**src/rtl/rv32i_pkg.sv**
```systemverilog
// Shared RV32I front-end definitions: the canonical NOP and the fetch entry
// handed from fetch to decode.
package rv32i_pkg;

   localparam logic [31:0] NOP_INSTR = 32'h0000_0013;

   typedef struct packed {
      logic [31:0] pc;
      logic [31:0] instr;
   } fetch_entry_t;

endpackage

```
**src/rtl/fetch_fifo.sv**
```systemverilog
// Synchronous FIFO with flush; a push while full is accepted only when a pop
// frees a slot in the same cycle.
module fetch_fifo #(
   parameter int unsigned WIDTH = 32,
   parameter int unsigned DEPTH = 4,
   localparam int unsigned CW   = $clog2(DEPTH + 1)
) (
   input  logic             clk,
   input  logic             rst,
   input  logic             flush,
   input  logic             push,
   input  logic             pop,
   input  logic [WIDTH-1:0] din,
   output logic [WIDTH-1:0] dout,
   output logic             full,
   output logic             empty,
   output logic [CW-1:0]    count
);

   localparam int unsigned PW = (DEPTH > 1) ? $clog2(DEPTH) : 1;

   logic [WIDTH-1:0] mem_q [DEPTH];
   logic [PW-1:0]    wr_ptr_q, wr_ptr_d;
   logic [PW-1:0]    rd_ptr_q, rd_ptr_d;
   logic [CW-1:0]    count_q, count_d;
   logic             do_push, do_pop;

   // Explicit wrap so non-power-of-2 depths (tag FIFO) work too
   function automatic logic [PW-1:0] ptr_inc(input logic [PW-1:0] p);
      return (p == PW'(DEPTH - 1)) ? '0 : p + PW'(1);
   endfunction

   assign empty = (count_q == '0);
   assign full  = (count_q == CW'(DEPTH));
   assign count = count_q;
   assign dout  = mem_q[rd_ptr_q];

   always_comb begin
      do_pop   = pop & ~empty;
      do_push  = push & (~full | do_pop);
      wr_ptr_d = wr_ptr_q;
      rd_ptr_d = rd_ptr_q;
      count_d  = count_q;
      if (flush) begin
         wr_ptr_d = '0;
         rd_ptr_d = '0;
         count_d  = '0;
      end else begin
         if (do_push) wr_ptr_d = ptr_inc(wr_ptr_q);
         if (do_pop)  rd_ptr_d = ptr_inc(rd_ptr_q);
         count_d = count_q + CW'(do_push) - CW'(do_pop);
      end
   end

   always_ff @(posedge clk) begin
      if (rst) begin
         wr_ptr_q <= '0;
         rd_ptr_q <= '0;
         count_q  <= '0;
      end else begin
         wr_ptr_q <= wr_ptr_d;
         rd_ptr_q <= rd_ptr_d;
         count_q  <= count_d;
      end
   end

   always_ff @(posedge clk) begin
      if (do_push && !flush) mem_q[wr_ptr_q] <= din;
   end

   a_no_push_full: assert property (@(posedge clk) disable iff (rst)
      !(push && !flush && full && !do_pop));

endmodule

```
**src/rtl/ifetch_unit.sv**
```systemverilog
// Instruction fetch front end: issues word reads for pc, tags them with their PC,
// buffers returned instructions in order and drops wrong-path responses.
module ifetch_unit
   import rv32i_pkg::*;
#(
   parameter int unsigned BUF_DEPTH       = 4,
   parameter int unsigned MAX_OUTSTANDING = 2
) (
   input  logic        clk,
   input  logic        rst,
   input  logic [31:0] pc,
   input  logic        taken,
   output logic        stall,
   output logic        imem_req_valid,
   input  logic        imem_req_ready,
   output logic [31:0] imem_req_addr,
   input  logic        imem_rsp_valid,
   input  logic [31:0] imem_rsp_data,
   output logic        if_valid,
   input  logic        if_ready,
   output logic [31:0] if_instr,
   output logic [31:0] if_pc
);

   localparam int unsigned OW = $clog2(MAX_OUTSTANDING + 1);
   localparam int unsigned CW = $clog2(BUF_DEPTH + 1);
   localparam int unsigned SW = CW + 1;
   localparam int unsigned EW = $bits(fetch_entry_t);

   logic [OW-1:0] outstanding_q, outstanding_d;
   logic [OW-1:0] drop_cnt_q, drop_cnt_d;

   logic [31:0]   tag_dout;
   logic          tag_full, tag_empty;
   logic [OW-1:0] tag_count;
   logic [EW-1:0] buf_din, buf_dout;
   logic          buf_full, buf_empty;
   logic [CW-1:0] buf_count;
   logic [SW-1:0] occupancy;
   logic          req_fire, rsp_keep, rsp_drop, buf_push, buf_pop;
   fetch_entry_t  head;

   // Every request reserves a buffer slot, so a response can never find it full
   assign occupancy      = SW'(outstanding_q) + SW'(buf_count);
   assign imem_req_valid = ~rst & ~taken & (outstanding_q < OW'(MAX_OUTSTANDING))
                           & (occupancy < SW'(BUF_DEPTH));
   assign req_fire       = imem_req_valid & imem_req_ready;
   assign stall          = ~req_fire;
   assign imem_req_addr  = {pc[31:2], 2'b00};

   assign rsp_keep = imem_rsp_valid & (drop_cnt_q == '0);
   assign rsp_drop = imem_rsp_valid & (drop_cnt_q != '0);
   assign buf_push = rsp_keep & ~taken;
   assign buf_pop  = if_valid & if_ready & ~taken;
   assign buf_din  = fetch_entry_t'{pc: tag_dout, instr: imem_rsp_data};
   assign head     = fetch_entry_t'(buf_dout);

   assign if_valid = ~buf_empty;
   assign if_instr = buf_empty ? NOP_INSTR : head.instr;
   assign if_pc    = buf_empty ? '0 : head.pc;

   always_comb begin
      outstanding_d = outstanding_q + OW'(req_fire) - OW'(imem_rsp_valid);
      if (taken) drop_cnt_d = outstanding_q - OW'(rsp_keep) - OW'(rsp_drop);
      else       drop_cnt_d = drop_cnt_q - OW'(rsp_drop);
   end

   always_ff @(posedge clk) begin
      if (rst) begin
         outstanding_q <= '0;
         drop_cnt_q    <= '0;
      end else begin
         outstanding_q <= outstanding_d;
         drop_cnt_q    <= drop_cnt_d;
      end
   end

   fetch_fifo #(.WIDTH(32), .DEPTH(MAX_OUTSTANDING)) u_tag_fifo (
      .clk   (clk),
      .rst   (rst),
      .flush (1'b0),
      .push  (req_fire),
      .pop   (imem_rsp_valid),
      .din   (pc),
      .dout  (tag_dout),
      .full  (tag_full),
      .empty (tag_empty),
      .count (tag_count)
   );

   fetch_fifo #(.WIDTH(EW), .DEPTH(BUF_DEPTH)) u_ibuf (
      .clk   (clk),
      .rst   (rst),
      .flush (taken),
      .push  (buf_push),
      .pop   (buf_pop),
      .din   (buf_din),
      .dout  (buf_dout),
      .full  (buf_full),
      .empty (buf_empty),
      .count (buf_count)
   );

   a_rsp_expected: assert property (@(posedge clk) disable iff (rst)
      !(imem_rsp_valid && (outstanding_q == '0 || tag_empty)));
   a_tag_no_overflow: assert property (@(posedge clk) disable iff (rst)
      !(req_fire && tag_full && !imem_rsp_valid));
   a_buf_no_overflow: assert property (@(posedge clk) disable iff (rst)
      !(buf_push && buf_full && !buf_pop));
   a_tag_tracks: assert property (@(posedge clk) disable iff (rst)
      tag_count == outstanding_q);

endmodule
```
**config.mk**
```make
export PLATFORM = sky130hd
export DESIGN_NAME = ifetch_unit
export DESIGN_NICKNAME = d
export VERILOG_FILES = /design/src/rtl/rv32i_pkg.sv /design/src/rtl/fetch_fifo.sv /design/src/rtl/ifetch_unit.sv
export SDC_FILE = /design/constraint.sdc
export NUM_CORES = 1
export LEC_CHECK = 0
export ABC_AREA = 1
export BUFFER_PORTS_ARGS = -buffer_cell sky130_fd_sc_hd__buf_4
export CAP_MARGIN = 10
export CORE_MARGIN = 2
export CORE_UTILIZATION = 40
export DETAILED_ROUTE_END_ITERATION = 6
export GPL_TIMING_DRIVEN = 0
export SYNTH_ARGS = -nofsm -noshare
export SYNTH_HDL_FRONTEND = slang
export SYNTH_SLANG_ARGS = --single-unit
export TNS_END_PERCENT = 20
```
**constraint.sdc**
```tcl
create_clock -name clk -period 4.81 [get_ports clk]
set_input_delay 0.2405 -clock clk [delete_from_list [all_inputs] [get_ports clk]]
set_output_delay 0.2405 -clock clk [all_outputs]
set_load 0.03 [all_outputs]
```
==> Word-level counts from Yosys, hierarchy flattened <==
Memory sizes are Yosys's and may differ from the RTL's. A register that Yosys moved wholly into a read port is not among the register bits.
Cells that the tools add are included.
{ "word_totals": {"reg_bits": 15, "latch_bits": 0, "ramBits": 320, "romBits": 0, "input_bits": 70, "word_cells": 74, "memories": 2} }
{ "op_classes": {"addsub": 14, "n_mul": 0, "n_div": 0, "n_lt_le_gt_ge": 2, "n_eq_ne": 4, "shift": 0, "muxes": 15, "n_bitwise": 22, "reduce_logical": 7} }
{ "mem_list": {"columns": ["memory", "words", "word_bits", "rd", "rd_clocked_by_memory_dff", "write_ports", "line_no", "rtl"], "rows": [
  ["u_ibuf.mem_q", 4, 64, 1, 1, 1, "fetch_fifo.sv:22", "logic [WIDTH-1:0] mem_q [DEPTH];"],
  ["u_tag_fifo.mem_q", 2, 32, 1, 1, 1, "fetch_fifo.sv:22", null]
]} }
{ "ops": {"columns": ["operator", "n"], "rows": [
  ["$mux W32", 2],
  ["$and A1 B1 Y1", 13],
  ["$mux W2", 5],
  ["$sub A2 B1 Y2", 5],
  ["$mux W1", 8],
  ["$not A1 Y1", 7],
  ["$eq A2 B2 Y1 const B", 3],
  ["$add A2 B1 Y2", 2],
  ["$add A2 B1 Y2 const B", 2],
  ["$add A2 B3 Y4", 1],
  ["$logic_not A2 Y1", 2],
  ["$lt A4 B3 Y1 const B", 1],
  ["$add A3 B1 Y3", 1],
  ["$eq A3 B3 Y1 const B", 1],
  ["$logic_not A3 Y1", 1],
  ["$sub A3 B1 Y3", 1],
  ["$add A1 B1 Y1 const B", 2],
  ["$lt A2 B2 Y1 const B", 1],
  ["$or A1 B1 Y1", 2],
  ["$reduce_bool A2 Y1", 1],
  ["$reduce_or A2 Y1", 1],
  ["$logic_and A1 B1 Y1", 1],
  ["$logic_not A1 Y1", 1]
]} }

==> Longest topological paths before layout <==
{ "depth": {"depth_word": 10, "depth_mapped": 11} }

==> Modules after synthesis <==
Synthesis repeated with hierarchy kept, for this count alone.
{ "unflattened": {"hier_cells": 1039, "hier_area_um2": 13813.2} }
{ "by_module_without_submodules": {"columns": ["mod", "instances", "cells_each", "area_per_inst_um2", "seq_area_each_um2"], "rows": [
  ["fetch_fifo at u_ibuf", 1, 690, 10004.6, 7867.5],
  ["fetch_fifo at u_tag_fifo", 1, 141, 2732.6, 2021.9],
  ["ifetch_unit", 1, 208, 1076.0, 80.1]
]} }

==> Worst setup path after synthesis <==
Ideal clock, no wire load.
{ "synth_timing": {"path_type": "reg2reg", "start": "register u_ibuf.count_q[1], in the netlist u_ibuf.count[1]", "end": "memory u_ibuf.mem_q[0][0] (netlist name), enable pin", "setup_time_ns": 0.486, "t_arrival_ns": 3.639, "path_slack_ns": 0.685, "stages_incl_launch_ff": 7, "synth_period_minus_slack_ns": 4.125, "path_cell_list": "dfxtp_1 nor2_2 nand2_2 nand2_1 nand2_1 nand2_1 nor2_1"} }
{ "synth_between": {"elab_chain_cells": 10, "word_cells_on_any_way": 12, "classes_between": "1 x eq/ne; 2 x mux; 7 x bitwise; 2 x reduce/logical"} }
{ "synth_lines": {"columns": ["item", "line_no", "rtl"], "rows": [
  ["start, declared", "fetch_fifo.sv:25", "logic [CW-1:0] count_q, count_d;"],
  ["start signal, assigned", "fetch_fifo.sv:63", "count_q <= count_d;"],
  ["$logic_not A3 Y1 (*)", "fetch_fifo.sv:33", "assign empty = (count_q == '0);"],
  ["$not A1 Y1 (*)", "ifetch_unit.sv:58", "assign if_valid = ~buf_empty;"],
  ["named net if_valid", "ifetch_unit.sv:19", "output logic if_valid,"],
  ["$and A1 B1 Y1 (2 in series)", "ifetch_unit.sv:54", "assign buf_pop = if_valid & if_ready & ~taken;"],
  ["$and A1 B1 Y1 (*)", "fetch_fifo.sv:39", "do_pop = pop & ~empty;"],
  ["$or A1 B1 Y1 (*)", "fetch_fifo.sv:40", "do_push = push & (~full | do_pop);"],
  ["$and A1 B1 Y1 (*)", "fetch_fifo.sv:40", null],
  ["$logic_and A1 B1 Y1 (*)", "fetch_fifo.sv:68", "if (do_push && !flush) mem_q[wr_ptr_q] <= din;"],
  ["$mux W1 (*)", "fetch_fifo.sv:68", null],
  ["$mux W1 (not written as such) (*)", "fetch_fifo.sv:68", null],
  ["end, declared", "fetch_fifo.sv:22", null]
]} }
The timed path passes the listed nets; every way through them passes the cells marked *.

==> report_table.html <==
<table>
<tr><th>Metric</th><th>Value</th></tr>
<tr><th colspan="2">Timing</th></tr>
<tr><td>Crit share post-route</td><td>54.3%</td></tr>
<tr><td>RSZ-0062 raised after global routing</td><td>no</td></tr>
<tr><td>Number of setup violations in the final report</td><td>0</td></tr>
<tr><td>Sum of negative setup slack</td><td>0 ps</td></tr>
<tr><td>Minimum period implied by the final worst setup slack</td><td>2610 ps</td></tr>
<tr><td>Max frequency</td><td>383 MHz</td></tr>
<tr><td>Headroom to the max-slew limit</td><td>46.3%</td></tr>
<tr><td>Transition time at the pin with the least slew margin</td><td>805 ps</td></tr>
<tr><td>Total count of hold-check failures in the final report</td><td>0</td></tr>
<tr><td>Count of pins over their slew limit</td><td>0</td></tr>
<tr><td>Skew final</td><td>17.1 ps</td></tr>
<tr><td>Slack of the critical path</td><td>2200 ps</td></tr>
<tr><th colspan="2">Floorplanning</th></tr>
<tr><td>Die W</td><td>188 µm</td></tr>
<tr><td>Number of top-level pins</td><td>169</td></tr>
<tr><td>Die area</td><td>35,300 µm²</td></tr>
<tr><td>Die extent in y</td><td>188 µm</td></tr>
<tr><td>Number of standard-cell rows in the floorplan</td><td>67</td></tr>
<tr><td>Total core area</td><td>33,400 µm²</td></tr>
<tr><td>Starting density of the core</td><td>40.5%</td></tr>
<tr><th colspan="2">Hold path</th></tr>
<tr><td>Class of the tightest hold or removal check</td><td>input port to flop</td></tr>
<tr><th colspan="2">Flow run</th></tr>
<tr><td>Maximum Capacitance Violations</td><td>0</td></tr>
<tr><th colspan="2">Cells and area</th></tr>
<tr><td>Share of post-route cells with drive strength above 1</td><td>24.3%</td></tr>
<tr><td>Number of cells in the finished layout apart from fillers</td><td>1,784</td></tr>
<tr><td>Final core utilization</td><td>52.1%</td></tr>
<tr><td>Area overhead of the layout relative to synthesis</td><td>28.6%</td></tr>
<tr><td>Antenna fix cells</td><td>0</td></tr>
<tr><td>Nets</td><td>1,394</td></tr>
<tr><td>Final-layout fill cell count</td><td>2,877</td></tr>
<tr><th colspan="2">Route</th></tr>
<tr><td>Detailed-router iteration count before antenna repair</td><td>5</td></tr>
<tr><td>Final routed DRC violation total</td><td>0</td></tr>
<tr><td>Count of routing violations after the opening detailed-route iteration</td><td>567</td></tr>
<tr><td>Final Routed Wirelength</td><td>30,900 µm</td></tr>
<tr><td>Wire length per cell</td><td>17.3 µm</td></tr>
<tr><td>Routed Antenna Nets</td><td>0</td></tr>
<tr><td>Total via count after detailed routing</td><td>8,675</td></tr>
<tr><td>Detail-routed via count per cell</td><td>4.86</td></tr>
<tr><th colspan="2">Clock network</th></tr>
<tr><td>Clock tree buffer depth</td><td>3</td></tr>
<tr><td>TritonCTS clock tree</td><td>built</td></tr>
<tr><td>H-tree levels</td><td>2</td></tr>
<tr><td>Number of buffers inserted to repair setup after CTS</td><td>0</td></tr>
<tr><td>PostCTS Resize Cnt</td><td>0</td></tr>
<tr><td>Clock latency reported for the late side of the worst-skew pair</td><td>510 ps</td></tr>
<tr><td>Clock Sinks</td><td>338</td></tr>
<tr><td>Clock transition at the registers of the reported paths</td><td>60 ps</td></tr>
<tr><td>CTS buffer count</td><td>38</td></tr>
<tr><td>CTS root buffer</td><td>clkbuf_16</td></tr>
<tr><th colspan="2">GRT</th></tr>
<tr><td>Total congestion overflow</td><td>0</td></tr>
<tr><td>Initial antenna violation count</td><td>0</td></tr>
<tr><td>Via count of the first global-routing pass</td><td>8,770</td></tr>
<tr><td>Global Route Usage Sum</td><td>17.5%</td></tr>
<tr><td>Largest net degree at the start of global routing</td><td>33</td></tr>
<tr><td>Global-route wire length before repair</td><td>47,900 µm</td></tr>
<tr><th colspan="2">Worst setup path</th></tr>
<tr><td>Slowest stage cell on the critical path</td><td>clkbuf_1</td></tr>
<tr><td>Sort of element at the end of the critical path</td><td>output port</td></tr>
<tr><td>Most Frequent Cell on Critical Path</td><td>buf_4</td></tr>
<tr><td>Required time at the worst-slack endpoint</td><td>4570 ps</td></tr>
<tr><td>Family with the most delay on the worst path</td><td>buffers and inverters</td></tr>
<tr><td>Highest fanout seen on the critical path</td><td>10</td></tr>
<tr><td>Setup crit start kind</td><td>flop</td></tr>
<tr><td>Buf/Inv on CP</td><td>4</td></tr>
<tr><td>Setup Crit Path Kind</td><td>flop to output port</td></tr>
<tr><td>Arrival time worst endpoint</td><td>2370 ps</td></tr>
<tr><td>Maximum cell stage delay along the critical path</td><td>500 ps</td></tr>
<tr><td>Cell-by-cell trace of the critical path</td><td>inv_2 &gt; buf_4 &gt; clkbuf_1 &gt; o21ai_0 &gt; a21oi_1 &gt; buf_4</td></tr>
<tr><th colspan="2">Synthesis</th></tr>
<tr><td>Synth Register Bits</td><td>338</td></tr>
<tr><td>Count of flip-flops with a built-in enable after synthesis</td><td>320</td></tr>
<tr><td>Cell type contributing the most total cell area after synthesis</td><td>edfxtp_1</td></tr>
<tr><td>Async set-reset flop share out of synthesis</td><td>0%</td></tr>
<tr><td>Number of different library cells in the post-synthesis netlist</td><td>30</td></tr>
<tr><td>Predominant post-synthesis flop cell</td><td>edfxtp_1</td></tr>
<tr><td>Share of synthesized area occupied by flip-flops and latches</td><td>73.8%</td></tr>
<tr><td>Post-Synthesis Cells</td><td>1,026</td></tr>
<tr><td>Cell area after technology mapping</td><td>13,500 µm²</td></tr>
<tr><td>Ys Warns</td><td>0</td></tr>
<tr><td>Most used standard cells in the synthesized netlist</td><td>edfxtp_1 (320), nor2_1 (280), o21ai_0 (131)</td></tr>
<tr><td>Main area contributors after synthesis</td><td>edfxtp_1 (71%), nor2_1 (7.8%), o21ai_0 (4.9%), dfxtp_1 (2.7%), a21oi_1 (2.6%)</td></tr>
<tr><td>Area share of the leading cell type in the synthesized netlist</td><td>71.1%</td></tr>
<tr><td>Syn avg cell area</td><td>13.2 µm²</td></tr>
<tr><td>Dominant cell by count in the synthesized netlist</td><td>edfxtp_1</td></tr>
<tr><th colspan="2">Power</th></tr>
<tr><td>Cell Pwr Density</td><td>393 nW/µm²</td></tr>
<tr><td>Total net switching power</td><td>0.00156 W</td></tr>
<tr><td>Comb pwr share</td><td>10.4%</td></tr>
<tr><td>Cell-internal power</td><td>0.00528 W</td></tr>
<tr><td>Largest vdd supply drop</td><td>0.211 mV</td></tr>
<tr><td>Share of power burned in registers</td><td>49.7%</td></tr>
<tr><td>Clock network fraction of total power</td><td>40.0%</td></tr>
<tr><td>Switching part of the total</td><td>22.8%</td></tr>
<tr><td>Leakage component of the power</td><td>6.43 nW</td></tr>
<tr><th colspan="2">Placed design</th></tr>
<tr><td>Instance count after placement with tap cells included</td><td>1,650</td></tr>
<tr><td>Post-placement setup slack</td><td>2300 ps</td></tr>
<tr><td>Number of buffers added on ports</td><td>166</td></tr>
<tr><td>Final weighted congestion in routability-driven placement</td><td>0.757</td></tr>
<tr><td>Dpl hpwl</td><td>19,400 µm</td></tr>
<tr><th colspan="2">Run status</th></tr>
<tr><td>Run status</td><td>finished clean</td></tr>
</table>
logic make-up after synthesis:
family | count (synthesis) | synth area share (%)
flops | 338 | 73.8
xor+xnor | 6 | 0.389
buf+inv | 122 | 5.14
other cells | 1 | 0.0277
compound gates | 209 | 7.90
simple gates | 302 | 8.58
fa+ha+maj | 16 | 1.54
mux | 32 | 2.67
repair_timing:
action                     in CTS  in global routing
setup endpoints to repair       0                  0
hold endpoints to repair      195                  0
hold buffers                   66                  0
registers in the layout, indices dropped and copies added (netlist names), named ones only:
| name | flops |
|---|---|
| u_ibuf.mem_q | 256 |
| drop_cnt_q | 2 |
| u_tag_fifo.mem_q | 64 |
| u_ibuf.wr_ptr_q | 2 |
| u_ibuf.count | 3 |
| u_tag_fifo.wr_ptr_q | 1 |
| u_ibuf.rd_ptr_q | 2 |
| u_tag_fifo.rd_ptr_q | 1 |
| u_tag_fifo.count | 2 |
| outstanding_q | 2 |
stage by stage:
stage | total power [W] | instance area [µm²] | hold WS (ps)
final | 0.00684 | 17400 | 115
after global routing | 0.00708 | 17400 | 159
after CTS | 0.00691 | 17400 | 99.0
after detailed placement | 0.00413 | 15500 | 430
after global placement | 0.00411 | 15300 | 428
after floorplan | 0.00387 | 13500 | 312
power groups by stage:
stage / combinational, W / clock, W / sequential [W]
after floorplan: 0.000412 / 0 / 0.00346
after global placement: 0.000642 / 0 / 0.00346
after detailed placement: 0.000669 / 0 / 0.00346
after CTS: 0.000716 / 0.00280 / 0.00340
after global routing: 0.000778 / 0.00290 / 0.00340
final: 0.000708 / 0.00274 / 0.00340
metal layers:
| layer | track usage (%) | part of all wire, % |
|---|---|---|
| met2 | 30.0 | 48 |
| met3 | 2.81 | 6.1 |
| met1 | 23.2 | 44 |
| met4 | 4.69 | 1.9 |
| met5 | 0 | 0 |
tightest hold or removal path: cells and delay by family:
family / cells / cell delay (ps)
and+or+nand+nor: 3 / 230
buffers and inverters: 1 / 90
layout by cell type (no fill, tap or decap), drive strengths merged:
| master | count |
|---|---|
| o311ai | 3 |
| nor3 | 1 |
| nand4 | 2 |
| clkinvlp | 2 |
| xnor2 | 4 |
| o211a | 2 |
| mux2 | 32 |
| edfxtp | 320 |
| or2 | 1 |
| inv | 41 |
| clkinv | 10 |
| nand2 | 12 |
| a21oi | 69 |
| dlygate4sd3 | 66 |
| bufinv | 2 |
| buf | 234 |
| xor2 | 2 |
| ha | 15 |
| clkbuf | 76 |
| nand3 | 4 |
| nor2 | 282 |
| fa | 1 |
| o21ai | 135 |
| conb | 2 |
| dfxtp | 18 |
worst paths after layout:
path                  startpoint  slack, ps             endpoint  cells past startpoint
max                         flop       2200            if_pc[29]                      6
max reg2reg      u_ibuf.count[1]       2350  u_ibuf.mem_q[2][45]                      8
min reg2reg  u_tag_fifo.rd_ptr_q        460                 flop                      1
min               imem_req_ready        110  u_tag_fifo.wr_ptr_q                      4
layout make-up:
class	instances	area, µm²	share of cell area (%)
Timing Repair Buffer	241	2090	12.0
Buffer	83	548	3.15
Clock buffer	52	1030	5.95
Inverter	39	146	0.842
Clock inverter	16	144	0.828
Multi-Input combinational cell	567	2890	16.6
Tap cell	448	561	3.22
Sequential cell	338	9970	57.4
(Power assumes the default switching activity.)
